**config.mk**
```make
export PLATFORM = sky130hd
export DESIGN_NAME = fetch_queue
export DESIGN_NICKNAME = d
export VERILOG_FILES = /design/src/rtl/fetch_queue_pkg.sv /design/src/rtl/fetch_queue_ram.sv /design/src/rtl/fetch_queue.sv
export SDC_FILE = /design/constraint.sdc
export NUM_CORES = 1
export LEC_CHECK = 0
export ABC_AREA = 1
export BUFFER_PORTS_ARGS = -buffer_cell sky130_fd_sc_hd__buf_4
export CAP_MARGIN = 20
export CORE_ASPECT_RATIO = 0.8
export CORE_MARGIN = 2
export CORE_UTILIZATION = 55
export DETAILED_ROUTE_END_ITERATION = 8
export MAX_ROUTING_LAYER = met4
export PLACE_DENSITY = 0.77
export SLEW_MARGIN = 20
export SYNTH_ARGS = -nofsm -noshare
export SYNTH_HDL_FRONTEND = slang
export SYNTH_SLANG_ARGS = --single-unit
```
**constraint.sdc**
```tcl
create_clock -name clk -period 22.1 [get_ports clk]
set_clock_uncertainty 0.1 [all_clocks]
set_input_delay 2.21 -clock clk [delete_from_list [all_inputs] [get_ports clk]]
set_output_delay 2.21 -clock clk [all_outputs]
set_load 0.05 [all_outputs]
```
**src/rtl/fetch_queue_pkg.sv**
```systemverilog
// Shared fetch-path constants and fetch queue sizing.
package fetch_queue_pkg;
   localparam int ADDR_LEN    = 32;
   localparam int INSN_LEN    = 32;
   localparam int GSH_BHR_LEN = 10;

   localparam int FQ_DEPTH   = 4;
   localparam int FQ_PKT_LEN = 2*ADDR_LEN + 2*INSN_LEN + 2 + GSH_BHR_LEN;

   // Occupancy counter width: must represent 0..depth inclusive.
   function automatic int fq_cnt_w(input int depth);
      return $clog2(depth) + 1;
   endfunction
endpackage

```
**src/rtl/fetch_queue_ram.sv**
```systemverilog
// Packet storage: register array, one synchronous write port, one async read port.
module fetch_queue_ram #(
   parameter int DEPTH = 4,
   parameter int WIDTH = 8
) (
   input  logic                     clk,
   input  logic                     we,
   input  logic [$clog2(DEPTH)-1:0] waddr,
   input  logic [WIDTH-1:0]         wdata,
   input  logic [$clog2(DEPTH)-1:0] raddr,
   output logic [WIDTH-1:0]         rdata
);
   logic [DEPTH-1:0][WIDTH-1:0] mem;

   // Payload is intentionally not reset; validity is tracked by the pointers.
   always_ff @(posedge clk) begin
      if (we) mem[waddr] <= wdata;
   end

   assign rdata = mem[raddr];
endmodule

```
**src/rtl/fetch_queue.sv**
```systemverilog
// Fetch-to-decode decoupling FIFO with mispredict flush.
module fetch_queue
   import fetch_queue_pkg::*;
#(
   parameter int DEPTH    = FQ_DEPTH,
   parameter int ADDR_LEN = fetch_queue_pkg::ADDR_LEN,
   parameter int INSN_LEN = fetch_queue_pkg::INSN_LEN,
   parameter int BHR_LEN  = fetch_queue_pkg::GSH_BHR_LEN
) (
   input  logic                             clk,
   input  logic                             reset,
   input  logic                             enq_valid,
   output logic                             enq_ready,
   input  logic [ADDR_LEN-1:0]              enq_pc,
   input  logic [ADDR_LEN-1:0]              enq_npc,
   input  logic [INSN_LEN-1:0]              enq_inst1,
   input  logic [INSN_LEN-1:0]              enq_inst2,
   input  logic                             enq_invalid2,
   input  logic                             enq_predict_cond,
   input  logic [BHR_LEN-1:0]               enq_bhr,
   output logic                             deq_valid,
   input  logic                             deq_ready,
   output logic [ADDR_LEN-1:0]              deq_pc,
   output logic [ADDR_LEN-1:0]              deq_npc,
   output logic [INSN_LEN-1:0]              deq_inst1,
   output logic [INSN_LEN-1:0]              deq_inst2,
   output logic                             deq_invalid2,
   output logic                             deq_predict_cond,
   output logic [BHR_LEN-1:0]               deq_bhr,
   input  logic                             prmiss,
   output logic [fq_cnt_w(DEPTH)-1:0]       count
);
   localparam int PTR_W   = $clog2(DEPTH);
   localparam int CNT_W   = fq_cnt_w(DEPTH);
   localparam int PKT_LEN = 2*ADDR_LEN + 2*INSN_LEN + 2 + BHR_LEN;

   logic [PTR_W-1:0]   rdptr, wrptr;
   logic [PKT_LEN-1:0] wr_pkt, rd_pkt;
   logic               enq_fire, deq_fire;

   // Ready/valid come only from registered count: no deq->enq or enq->deq paths.
   assign enq_ready = (count != CNT_W'(DEPTH));
   assign deq_valid = (count != '0);
   assign enq_fire  = enq_valid & enq_ready & ~prmiss;
   assign deq_fire  = deq_valid & deq_ready & ~prmiss;

   assign wr_pkt = {enq_pc, enq_npc, enq_inst1, enq_inst2,
                    enq_invalid2, enq_predict_cond, enq_bhr};
   assign {deq_pc, deq_npc, deq_inst1, deq_inst2,
           deq_invalid2, deq_predict_cond, deq_bhr} = rd_pkt;

   // Pointer/occupancy control; reset and flush both discard every entry.
   always_ff @(posedge clk) begin
      if (reset || prmiss) begin
         rdptr <= '0;
         wrptr <= '0;
         count <= '0;
      end else begin
         if (enq_fire) wrptr <= wrptr + PTR_W'(1);
         if (deq_fire) rdptr <= rdptr + PTR_W'(1);
         count <= count + CNT_W'(enq_fire) - CNT_W'(deq_fire);
      end
   end

   fetch_queue_ram #(
      .DEPTH (DEPTH),
      .WIDTH (PKT_LEN)
   ) u_ram (
      .clk   (clk),
      .we    (enq_fire),
      .waddr (wrptr),
      .wdata (wr_pkt),
      .raddr (rdptr),
      .rdata (rd_pkt)
   );
endmodule

```
* Word-level counts from Yosys, hierarchy flattened
Cells that the tools add are included.
** Operators by class
- Add/sub/neg operators :: 4
- Order comparisons :: 3
- Eq/ne operators :: 1
- Multiplexer cells :: 5
- Bitwise gates (word level) :: 5
- Reduce and logical (&&, ||, !) cells :: 3
** Operator list (number)
- 560-bit bitwise mux :: 1
- 140-bit binary-select mux with 2-bit select :: 1
- 140-bit demux with 2-bit select :: 1
- 140-bit two-way mux :: 2
- 2-bit by 3-bit less-than comparator with 1-bit output (second input constant) :: 2
- 2-bit by 1-bit adder with 2-bit output (second input constant) :: 2
- 1-bit AND :: 4
- 3-bit by 1-bit adder with 3-bit output :: 1
- 3-bit inequality test (second input constant) :: 1
- 3-bit nonzero test :: 1
- 3-bit by 1-bit subtractor with 3-bit output :: 1
- 2-bit by 1-bit >= comparator with 1-bit output (second input constant) :: 1
- 1-bit logical AND :: 1
- 1-bit logical OR :: 1
- 1-bit inverter :: 1
** Storage, ports and cells
- Bits in registers :: 567
- Input bits :: 145
- Word-level logic and storage cells :: 28

* Depth between registers and ports, before layout
Gate-level depths: netlist (run 1).
- Word-level depth :: 5
- Gate-level depth with buffers :: 10

* By module
From an unflattened synthesis (run 1), not the netlist that was laid out.
** Second synthesis, totals
- Cells, all modules :: 2262
- Area, all modules :: 23860.4 um^2
** By module, submodules not included
- fetch_queue_ram :: instances 1, cells an instance 2201, area an instance 23431.2 um^2, sequential area each 16816.1 um^2
- fetch_queue :: instances 1, cells an instance 61, area an instance 429.2 um^2, sequential area each 140.1 um^2

* Worst setup path after synthesis (run 1)
No wires, ideal clock.
- Path type :: input to register
- Start point :: in enq_valid
- End point :: reg u_ram.mem[0] (netlist name) (enable)
- Setup time :: 0.642 ns
- Arrival time :: 8.407 ns
- Required time :: 21.358 ns
- Path slack :: 12.951 ns
- Stages on the path :: 4
- Buffers on the path :: 0
- Cell sequence :: inv_1 nor2_1 nand2_1 nor2_1
** On the way
- Longest elaborated chain between the ends :: 2
** RTL lines
- start: declaration :: line fetch_queue.sv:12 : input logic enq_valid,
- 1-bit AND (2 in a row) :: line fetch_queue.sv:44 : assign enq_fire = enq_valid & enq_ready & ~prmiss;
- end signal: indexed assignment :: line fetch_queue_ram.sv:17 : if (we) mem[waddr] <= wdata;
- end: declaration :: line fetch_queue_ram.sv:13 : logic [DEPTH-1:0][WIDTH-1:0] mem;
Every way passes these cells.
A chain may end at the register's enable or synchronous reset.

* Worst setup path after layout (run 1)
- Start point :: reg rdptr[0]
- End point :: out deq_npc[8]
** On the way
- Longest elaborated chain between the ends :: 2
** RTL lines
- start: declaration :: line fetch_queue.sv:37 : logic [PTR_W-1:0] rdptr, wrptr;
- start signal: assignment :: line fetch_queue.sv:60 : if (deq_fire) rdptr <= rdptr + PTR_W'(1);
- 140-bit binary-select mux with 2-bit select :: line fetch_queue_ram.sv:20 : assign rdata = mem[raddr];
- 140-bit two-way mux (not written as such) :: line fetch_queue_ram.sv:20
- end: declaration :: line fetch_queue.sv:24 : output logic [ADDR_LEN-1:0] deq_npc,
Every way passes these cells. The select of a mux whose other input is x is not followed.

==> summary.md, run 1 <==
| Metric | Value |
|---|---|
| Final HPWL DP | `25400 um` |
| Slew Limit Fails | `0` |
| Vias in the first global route | `12470` |
| I/O pins | `290` |
| Crit Path Max Fanout | `186` |
| Sequential Area | `0.01696 mm2` |
| Gate Count Post-Synth | `1420` |
| Post-cts sizing count | `0` |
| Relative slew margins | `around a quarter` |
| Standard-cell row count | `64` |
| Synthesized Nets | `1572` |
| Share of layout cells above drive strength 1 | `a little under a quarter` |
| Total of max-cap violations | `0` |
| CP startpoint kind | `flip-flop` |
| Total CTS buffers | `53` |
| Max VDD drop | `0.06131 mV` |
| Pin count of the biggest net entering global routing | `187` |
| Crit path kind | `reg2out` |
| Footprint of the multi-input gates | `about 0.0036 mm2` |
| Die Span X | `223.6 um` |
| Iter 0 DRT Violations | `1278` |
| P&R area growth vs syn | `19.11%` |
| Routability cong. | `just under 0.8` |
| Max Freq | `167.2 MHz` |
| First-pass GRT wire length | `70490 um` |
| CTS HTree Levels | `2` |
| Outcome | `finished, final reports clean` |
| Area post-placement | `roughly 0.024 mm2` |
| YS warnings | `0` |
| Yosys top cell by area | `edfxtp_1` |
| Worst slew pin tran | `1129 ps` |
| Grt total ovfl | `0` |
| Worst setup EP type | `output pin` |
| Hold crit path type | `reg2reg` |
| GR Util All Layers | `23.41%` |
| Synth Cell Area | `0.02121 mm2` |
| Cell area after layout | `between 0.02 and 0.03 mm2` |
| Worst Path Arrival | `3670 ps` |
| Tmin final | `5981 ps` |
| Pwr Density | `about 88 mW/mm2` |
| CTS Hold Bufs | `0` |
| FILL cells | `2632` |
| Leakage | `roughly 0.0088 uW` |
| Period utilisation layout | `between 20% and 30%` |
| Clk buf depth | `3` |
| Synth unique cells | `22` |
| Syn Area/Cell | `between 10 and 15 um2` |
| Final core utilization | `66.28%` |
| Fin. Hold Viols | `0` |
| Core Footprint | `approximately 0.038 mm2` |
| RSZ-0062 raised after global routing | `no` |
| Final setup vio count | `0` |
| Vias/cell | `approximately 5.7` |
| Clock latency on the worst-skew pair | `between 500 and 600 ps` |
| Post-synth top area share | `about four fifths` |
| DRT Pass-1 Iters | `5` |
| Routed vias | `12760` |
| TritonCTS clock tree | `yes` |
| Nets | `1835` |
| Register area share after synthesis | `79.94%` |
| Clk sinks | `567` |
| Clock transition at the registers of the reported paths | `approximately 60 ps` |
| Leading post-synthesis cells by cell area | `edfxtp_1 (79%), nor2_1 (5.2%), o22ai_1 (4.1%)` |
| Fin Setup TNS | `0 ps` |
| Clk root buf | `clkbuf_16` |
| Initial antenna violation count | `4` |
| Setup Fix Bufs, Post-CTS | `0` |
| Required @ worst endpoint | `just under 20000 ps` |
| Overall Power | `between 2000 and 2500 uW` |
| DR WL/cell | `roughly 21 um` |
| Post-route ant nets | `0` |
| DIE AREA | `0.04016 mm2` |
| Drt drc | `0` |
| Die H | `179.7 um` |
| Port bufs | `289` |
| Final wirelength | `46350 um` |
| R2R Setup Slk | `~19000 ps` |
| FF+latch count, synth | `roughly 570` |
| Initial Util | `55.65%` |
==> placed cells by master, fill, tap and decap left out, drive strengths merged <==
master	synthesis	final
bufinv	0	4
o21ai	280	280
nor2	293	293
fa	1	1
o22ai	140	140
clkbuf	38	63
edfxtp	560	560
buf	55	301
ha	6	6
dfxtp	7	7
inv	18	19
nand2	15	15
a21oi	3	3
diode	0	4
clkinv	0	26
nand3	3	3
xor2	1	1
clkinvlp	0	4
==> power by group <==
| group | switching (uW) | internal (uW) | total (uW) |
|---|---|---|---|
| combinational | 96.0 | 43.1 | 139 |
| clock | 377 | 501 | 878 |
| sequential | 3.99 | 1200 | 1200 |
| total | 477 | 1740 | 2220 |
==> critical path: stages (launching register included) <==
cell	delay (ps)
dfxtp_4	440
inv_8	720
buf_4	960
nor2_1	90
o22ai_1	390
buf_4	280
==> synthesized netlist by cell type <==
master and n:
edfxtp_1 560, nor2_1 293, o21ai_0 145, o22ai_1 140, o21ai_1 135, clkbuf_1 37, buf_6 26, buf_2 18
inv_1 16, nand2_1 15, buf_4 9, dfxtp_1 7, ha_1 6, a21oi_1 3, nand3_1 3, buf_1 1
buf_12 1, clkbuf_2 1, fa_1 1, inv_2 1, inv_4 1, xor2_1 1
==> final timing paths <==
check,start,to,depth (start not counted)
worst min register to register,wrptr[0],wrptr[0],2
worst max register to register,count[1],u_ram.mem[233],7
worst max-delay path,rdptr[0],deq_npc[8],5
worst min-delay path,wrptr[0],wrptr[0],2
==> cell type report <==
type	count	share of cell area (%)
sequential	567	67.14
multi-input combinational	742	14.24
timing repair buffer	301	9.142
clock buffer	63	5.566
tap	495	2.451
clock inverter	35	1.114
inverter	18	0.3070
antenna	4	0.03962
==> state kept, by name (all words and copies together) (netlist names) <==
name	count
u_ram.mem	560
count	3
rdptr	2
wrptr	2
==> metal layers <==
metal	share of wire, %	up-vias	wire, um	track usage [%]
li1	-	5894	-	-
met1	43	6273	19980	33.19
met2	46	531	21550	34.58
met3	8.7	60	4010	5.280
met4	1.7	0	807	6.693
met5	0	-	0	-
==> cells by family after synthesis <==
family                   after synthesis  share of synthesized area (%)
flip-flops                           567                          79.94
adder cells (fa/ha/maj)                7                         0.4483
XOR/XNOR                               1                        0.04130
AND/OR/NAND/NOR                      311                          5.521
buffers and inverters                111                          3.244
AO/OA/AOI/OAI                        423                          10.81
==> per-stage QoR <==
step	hold WS (ps)	setup slack, ps	instances
after floorplan	374.2	12950	1420
after global placement	396.7	16220	2122
after detailed placement	396.4	16200	2122
after CTS	406.2	16190	2220
after global routing	452.6	15940	2225
final	405.8	16120	2225
Note: power is estimated with default switching activity, not from simulation.
==> run 2, diff against run 1 <==
--- a/config.mk
+++ b/config.mk
@@ -5,7 +5,7 @@
 export SDC_FILE = /design/constraint.sdc
 export NUM_CORES = 1
 export LEC_CHECK = 0
-export ABC_AREA = 1
+export ABC_AREA = 0
 export BUFFER_PORTS_ARGS = -buffer_cell sky130_fd_sc_hd__buf_4
 export CAP_MARGIN = 20
 export CORE_ASPECT_RATIO = 0.8
==> constraint.sdc (replaced) <==
create_clock -name clk -period 5.7 [get_ports clk]
set_clock_uncertainty 0.1 [all_clocks]
set_input_delay 0.57 -clock clk [delete_from_list [all_inputs] [get_ports clk]]
set_output_delay 0.57 -clock clk [all_outputs]
set_load 0.05 [all_outputs]
==> run 2 against run 1 <==
Against the previous run:
- clock power rose to 3.7 times the previous value
- sequential share of layout area up 0.88 points
- clock-buffer cell count up 8
- sequential power rose to 3.9 times the previous value
- total power rose to 3.8 times the previous value
- die area down 2.7%
- setup slack worse by 14000 ps
==> summary.md, run 2 <==
| Metric | Value |
|---|---|
| Async set-or-reset flop fraction in the synthesized netlist | `0% (unchanged)` |
| Hold crit path type | `in2reg` |
| Dpl cells | `1532 (-28%)` |
| DIE AREA | `0.03909 mm2 (-2.7%)` |
| Post-cts sizing count | `0 (unchanged)` |
| Total CTS buffers | `53 (unchanged)` |
| Crit path kind | `reg2out` |
| Family with the most delay on the worst path | `buffers and inverters` |
| Required @ worst endpoint | `5030 ps (-14760 ps)` |
| Final wirelength | `38630 um (-17%)` |
| FF+latch count, synth | `567 (unchanged)` |
| Initial Util | `55.69% (about the same)` |
| Area post-placement | `0.02334 mm2 (-0.89%)` |
| Vias in the first global route | `9436 (-24%)` |
| Crit path cell chain | `buf_12 > mux4_2 > buf_4` |
| Crit Path Max Fanout | `84 (-55%)` |
| Worst setup EP type | `output pin` |
| Relative slew margins | `33.14% (+8.4 points)` |
| Leakage | `0.008209 uW (-6.9%)` |
| Slew Limit Fails | `0 (unchanged)` |
| Die Span X | `220.5 um (-1.4%)` |
| Clk root buf | `clkbuf_16` |
| GR Util All Layers | `20.34% (-3.1 points)` |
| Fin worst setup slack | `2207 ps (-13910 ps)` |
| EDFF count, synth | `560 (unchanged)` |
| Die H | `177.2 um (-1.3%)` |
| Dominant synthesized flop cell | `edfxtp_1` |
| Max reg flops | `560 (unchanged)` |
| TritonCTS clock tree | `yes` |
| Final setup vio count | `0 (unchanged)` |
| Max VDD drop | `0.2946 mV (+380%)` |
| YS warnings | `0 (unchanged)` |
| CP startpoint kind | `flip-flop` |
| Register area share after synthesis | `82.18% (+2.2 points)` |
| Post-route ant nets | `0 (unchanged)` |
| Routability cong. | `0.7190 (-8.2%)` |
| Pin count of the biggest net entering global routing | `141 (-25%)` |
| Cell depth of the worst hold path | `2 (unchanged)` |
| CTS HTree Levels | `2 (unchanged)` |
| Post-synth top area share | `81.50% (+2.2 points)` |
| Pwr Density | `336.6 mW/mm2 (+280%)` |
| Commonest non-fill, non-tap cell in the layout | `edfxtp_1` |
| Fin Setup TNS | `0 ps (unchanged)` |
| Gate Count Post-Synth | `781 (-45%)` |
| Clock latency on the worst-skew pair | `560 ps (about the same)` |
| Fin. Hold Viols | `0 (unchanged)` |
| Period utilisation layout | `61.29%` |
| Core Footprint | `0.03705 mm2 (-2.8%)` |
| I/O pins | `290 (unchanged)` |
| Nets | `1252 (-32%)` |
| Most numerous cell in the Yosys netlist | `edfxtp_1` |
| Total of max-cap violations | `0 (unchanged)` |
| Yosys top cell by area | `edfxtp_1` |
| CP peak stage delay | `710 ps (-250 ps)` |
| Cell area after layout | `0.02494 mm2 (-1.3%)` |
| Post-synth top cells | `edfxtp_1 (560), mux4_2 (140), buf_2 (18)` |
| Worst Path Arrival | `2820 ps (-850 ps)` |
| Clk sinks | `567 (unchanged)` |
| DR WL/cell | `23.66 um (+14%)` |
| Grt total ovfl | `0 (unchanged)` |
| Reg with most FFs | `u_ram.mem` |
| Drt drc | `0 (unchanged)` |
| Most frequent cells in the layout | `edfxtp_1 (560), buf_4 (291), mux4_2 (140), clkbuf_16 (55), clkbuf_1 (16)` |
| RSZ-0062 raised after global routing | `no` |
| Iter 0 DRT Violations | `605 (-53%)` |
| Non-filler cells, final | `1633 (-27%)` |
| Clock transition at the registers of the reported paths | `60 ps (about the same)` |
| Worst Path Buf+Inv | `2 (-1)` |
| Final HPWL DP | `22320 um (-12%)` |
| Setup Fix Bufs, Post-CTS | `0 (unchanged)` |
| Setup WS pre-CTS | `2644 ps (-13560 ps)` |
| Synth unique cells | `23 (+4.5%)` |
| Vias/cell | `5.621 (-2.0%)` |
| DRT Pass-1 Iters | `4 (-1)` |
| P&R area growth vs syn | `20.88%` |
| Max Freq | `286.3 MHz` |
| Outcome | `finished, final reports clean` |
| Syn Area/Cell | `26.42 um2 (+77%)` |
| Routed vias | `9179 (-28%)` |
| Synthesized Nets | `933 (-41%)` |
| Port bufs | `289 (unchanged)` |
| Number of stages on the worst setup path | `3 (-2)` |
| Worst slew pin tran | `1003 ps (-125.8 ps)` |
| Synth Cell Area | `0.02063 mm2 (-2.7%)` |
| Tmin final | `3493 ps` |
| Critical Path Slowest Stage Cell | `dfxtp_4` |
| First-pass GRT wire length | `57060 um (-19%)` |
| Leading post-synthesis cells by cell area | `edfxtp_1 (82%), mux4_2 (15%), dfxtp_1 (0.68%)` |
| Clk buf depth | `3 (unchanged)` |
| CTS Hold Bufs | `0 (unchanged)` |
| Share of layout cells above drive strength 1 | `44.67% (+22 points)` |
| Standard-cell row count | `63 (-1.6%)` |
| Largest regs | `u_ram.mem: 560 flops, count: 3 flops` |
| R2R cell count | `4 (-3)` |
| Initial antenna violation count | `2 (-2)` |
run 2: per-layer routing:
metal  vias up  track usage, %  wire, um
li1       4017               -         -
met1      4821           26.46     15420
met2       282           31.99     19410
met3        59           6.426      3209
met4         0           4.528       594
met5         -               -         0
run 2: metrics by stage:
stage | hold slack (ps) | power, uW | util [%]
after floorplan | 367.7 | 5039 | -
after global placement | 386.4 | 5257 | 62.99
after detailed placement | 404.8 | 5274 | 62.99
after CTS | 54.67 | 8483 | 67.31
after global routing | 59.59 | 8657 | 67.32
final | 87.98 | 8395 | 67.32
run 2: cell type report:
| class | instances | area (um2) |
|---|---|---|
| diodes | 2 | 5.005 |
| clock buffers | 71 | 1436 |
| clock inverters | 28 | 161.4 |
| fillers | 2274 | 12110 |
| inverters | 7 | 26.28 |
| multi-input cells | 174 | 3433 |
| flip-flops and latches | 567 | 16960 |
| well taps | 487 | 609.3 |
| repair buffers | 297 | 2305 |
run 2: path summary, 6_finish.rpt:
check,slack (ps),start,to
max,2210,rdptr[0],deq_inst2[3]
min reg2reg,410,wrptr[1],wrptr[1]
min,90,reset,count[2]
max reg2reg,2820,count[1],u_ram.mem[408]
run 2: kinds of logic after synthesis:
group / Yosys count / synth area share [%]
multiplexers: 143 / 15.43
XOR/XNOR: 2 / 0.08492
buffers and inverters: 40 / 1.201
AO/OA/AOI/OAI: 2 / 0.06063
adder cells (fa/ha/maj): 7 / 0.4609
flip-flops: 567 / 82.18
AND/OR/NAND/NOR: 20 / 0.5822
run 2: report_power, final:
| part | total (uW) | internal (uW) | leakage [uW] | switching (uW) |
|---|---|---|---|---|
| clock network | 3210 | 1810 | 0.000783 | 1400 |
| registers | 4670 | 4650 | 0.00514 | 16.3 |
| logic | 515 | 187 | 0.00228 | 327 |
| total | 8390 | 6650 | 0.00821 | 1740 |
==> run 3, diff against run 2 <==
==> constraint.sdc (replaced) <==
create_clock -name clk -period 3.62 [get_ports clk]
set_clock_uncertainty 0.1 [all_clocks]
set_input_delay 0.362 -clock clk [delete_from_list [all_inputs] [get_ports clk]]
set_output_delay 0.362 -clock clk [all_outputs]
set_load 0.05 [all_outputs]
==> run 3 against run 2 <==
Against the previous run:
- final cell count rose by 8.6%
- sequential share of layout area down 3.8 points
- design area rose by 5.9%
- clock power rose by 56%
- non-clock buffer count up 150
- sequential power up 57%
- flip-flop and latch count is the same
- combinational power grew 84%
- setup slack lost 1800 ps
- core utilization is 4.0 points higher
- critical path depth is 8 higher
- first-iteration DRC count rose by 29%
==> summary.md, run 3 (same netlist as run 2, synthesis figures left out) <==
| Metric | Value |
|---|---|
| Worst Path Arrival | `3550 ps (+730 ps)` |
| Hold path startpoint | `prmiss` |
| Hold crit path type | `in2reg` |
| Relative slew margins | `46.90% (+14 points)` |
| Fin. Hold Viols | `0 (unchanged)` |
| Hold endpoint | `rdptr[0]` |
| Core Footprint | `0.03705 mm2 (unchanged)` |
| Combinational share of power | `7.1% (+1.0 points)` |
| Sw Share | `20.95% (+0.18 points)` |
| Footprint of the multi-input gates | `0.003433 mm2 (unchanged)` |
| Max reg flops | `560 (unchanged)` |
| Leakage | `0.008816 uW (+7.4%)` |
| Share of layout cells above drive strength 1 | `39.92% (-4.7 points)` |
| Critical R2R Capture | `count[2]` |
| Clk buf depth | `3 (unchanged)` |
| Pwr Density | `503.2 mW/mm2 (+50%)` |
| Routability cong. | `0.7621 (+6.0%)` |
| Die Span X | `220.5 um (unchanged)` |
| Worst setup EP type | `flip-flop` |
| Outcome | `finished, final reports clean` |
| Post-cts sizing count | `0 (unchanged)` |
| First-pass GRT wire length | `61360 um (+7.5%)` |
| CP startpoint kind | `flip-flop` |
| DRT Pass-1 Iters | `5 (+1)` |
| R2R Setup Slk | `420 ps (-2400 ps)` |
| Crit Path Max Fanout | `7 (-92%)` |
| I/O pins | `290 (unchanged)` |
| DR WL/cell | `23.05 um (-2.6%)` |
| Critical Path Slowest Stage Cell | `dlygate4sd3_1` |
| Die H | `177.2 um (unchanged)` |
| RSZ-0062 raised after global routing | `no` |
| Clock transition at the registers of the reported paths | `60 ps (about the same)` |
| Standard-cell row count | `63 (unchanged)` |
| Nets | `1401 (+12%)` |
| GR Util All Layers | `21.82% (+1.5 points)` |
| DIE AREA | `0.03909 mm2 (unchanged)` |
| Initial Util | `55.69% (unchanged)` |
| TritonCTS clock tree | `yes` |
| Required @ worst endpoint | `3970 ps (-1060 ps)` |
| Initial antenna violation count | `2 (unchanged)` |
| Sw power | `2785 uW (+60%)` |
| Clk sinks | `567 (unchanged)` |
| Routed vias | `9858 (+7.4%)` |
| Overall Power | `13290 uW (+58%)` |
| Iter 0 DRT Violations | `780 (+29%)` |
| Fin worst setup slack | `421.9 ps (-1785 ps)` |
| Largest regs | `u_ram.mem: 560 flops, count: 3 flops` |
| Worst Path Buf+Inv | `3 (+1)` |
| Final setup vio count | `0 (unchanged)` |
| Grt total ovfl | `0 (unchanged)` |
| P&R area growth vs syn | `28.01%` |
| Clk root buf | `clkbuf_16` |
| Setup WS pre-CTS | `1053 ps (-1590 ps)` |
| Most frequent cells in the layout | `edfxtp_1 (560), buf_4 (295), dlygate4sd3_1 (142), mux4_2 (140), clkbuf_16 (54)` |
| Period utilisation layout | `just under 90%` |
| Sequential power share | `55.3% (-0.3 points)` |
| Sequential Area | `0.01696 mm2 (unchanged)` |
| Slew Limit Fails | `0 (unchanged)` |
| R2r startpoint | `count[2]` |
| Reg with most FFs | `u_ram.mem` |
| Crit path kind | `reg2reg` |
| Clock latency on the worst-skew pair | `560 ps (about the same)` |
| Setup Fix Bufs, Post-CTS | `0 (unchanged)` |
| Final HPWL DP | `22910 um (+2.7%)` |
| Crit path cell chain | `or3b_1 > and3b_1 > inv_1 > ha_1 > inv_1 > ha_1 > fa_1 > xnor2_1 > xnor2_1 > nor3_1 > dlygate4sd3_1` |
| Total of max-cap violations | `0 (unchanged)` |
| Total CTS buffers | `52 (-1.9%)` |
| CTS HTree Levels | `2 (unchanged)` |
| Clk pwr share | `37.6% (-0.7 points)` |
| Pin count of the biggest net entering global routing | `93 (-34%)` |
| Internal power | `10510 uW (+58%)` |
| Vias in the first global route | `10580 (+12%)` |
| Worst slew pin tran | `796.6 ps (-206.4 ps)` |
| Cell depth of the worst hold path | `3 (+1)` |
| Family with the most delay on the worst path | `simple AND/OR/NAND/NOR gates` |
| Port bufs | `289 (unchanged)` |
| Commonest non-fill, non-tap cell in the layout | `edfxtp_1` |
| Tmin final | `3198 ps` |
| Max Freq | `312.7 MHz` |
| FILL cells | `2143 (-5.8%)` |
| R2R cell count | `11 (+7)` |
| Drt drc | `0 (unchanged)` |
| Max VDD drop | `0.4224 mV (+43%)` |
| CP peak stage delay | `550 ps (-160 ps)` |
| Post-route ant nets | `0 (unchanged)` |
| Vias/cell | `5.557 (-1.1%)` |
| Final wirelength | `40890 um (+5.8%)` |
==> run 3: changes by cell type in the layout (fill, tap and decap cells not counted) <==
cell / delta
buf_12: +4
clkinv_4: -2
clkbuf_16: -1
inv_6: -2
buf_4: +4
dlygate4sd3_1: +142
clkinvlp_4: +2
clkinv_2: -4
clkinv_1: -3
clkinv_8: +1
==> run 3: cell type report <==
cell class / count / area share [%]
Clock inverter: 20 / 0.4785
Clock buffer: 70 / 5.344
Antenna cell: 2 / 0.01895
Timing Repair Buffer: 447 / 14.52
Inverter: 7 / 0.09948
Tap cell: 487 / 2.307
Sequential cell: 567 / 64.23
Multi-Input combinational cell: 174 / 13.00
==> run 3: worst min-delay path: cells and delay by family <==
family	cells	cell delay (ps)
and+or+nand+nor	1	110
buffers and inverters	1	110
muxes	1	110
==> run 3: power groups by stage <==
stage / logic [uW] / clock network, uW / registers, uW
global route: 1000 / 5340 / 7350
detailed placement: 818 / 0 / 7490
CTS: 952 / 5080 / 7350
finish: 950 / 5000 / 7350
global placement: 802 / 0 / 7480
floorplan: 446 / 0 / 7490
==> run 3: timing repair <==
item / in CTS / in global routing
setup endpoints to repair: 0 / 0
endpoints found under the hold margin: 561 / 0
hold buffers: 142 / 0
==> run 3: stage by stage <==
stage | cell area, um2 | std cells | setup TNS [ps] | hold WS (ps) | util (%)
6_report | 26410 | 1774 | 0 | 91.57 | 71.29
5_1_grt | 26410 | 1774 | 0 | 91.40 | 71.29
4_1_cts | 26410 | 1772 | 0 | 61.46 | 71.28
3_5_place_dp | 23450 | 1540 | 0 | 416.7 | 63.29
3_3_place_gp | 23450 | 1540 | 0 | 383.7 | 63.29
2_1_floorplan | 20630 | 781 | -102400 | 338.6 | -
==> run 3: metal layers <==
metal | routed length, um | part of all wire (%) | GRT usage, % | vias up
met3 | 2547 | 6.2 | 4.347 | 68
met5 | 0 | 0 | - | -
met2 | 21000 | 51 | 35.38 | 341
met4 | 811 | 2.0 | 6.083 | 0
li1 | - | - | - | 4304
met1 | 16530 | 40 | 28.65 | 5145
==> run 3: worst max-delay path by stage <==
stage                     depth (start not counted)  slack [ps]            to     start
after floorplan                                   4        -180  u_ram.mem[0]  count[1]
after global placement                           10        1150      count[2]    prmiss
after detailed placement                         10        1050      count[2]  count[2]
after CTS                                        11         480      count[2]  count[2]
after global routing                             11         270      count[2]  count[2]
final                                            11         420      count[2]  count[2]
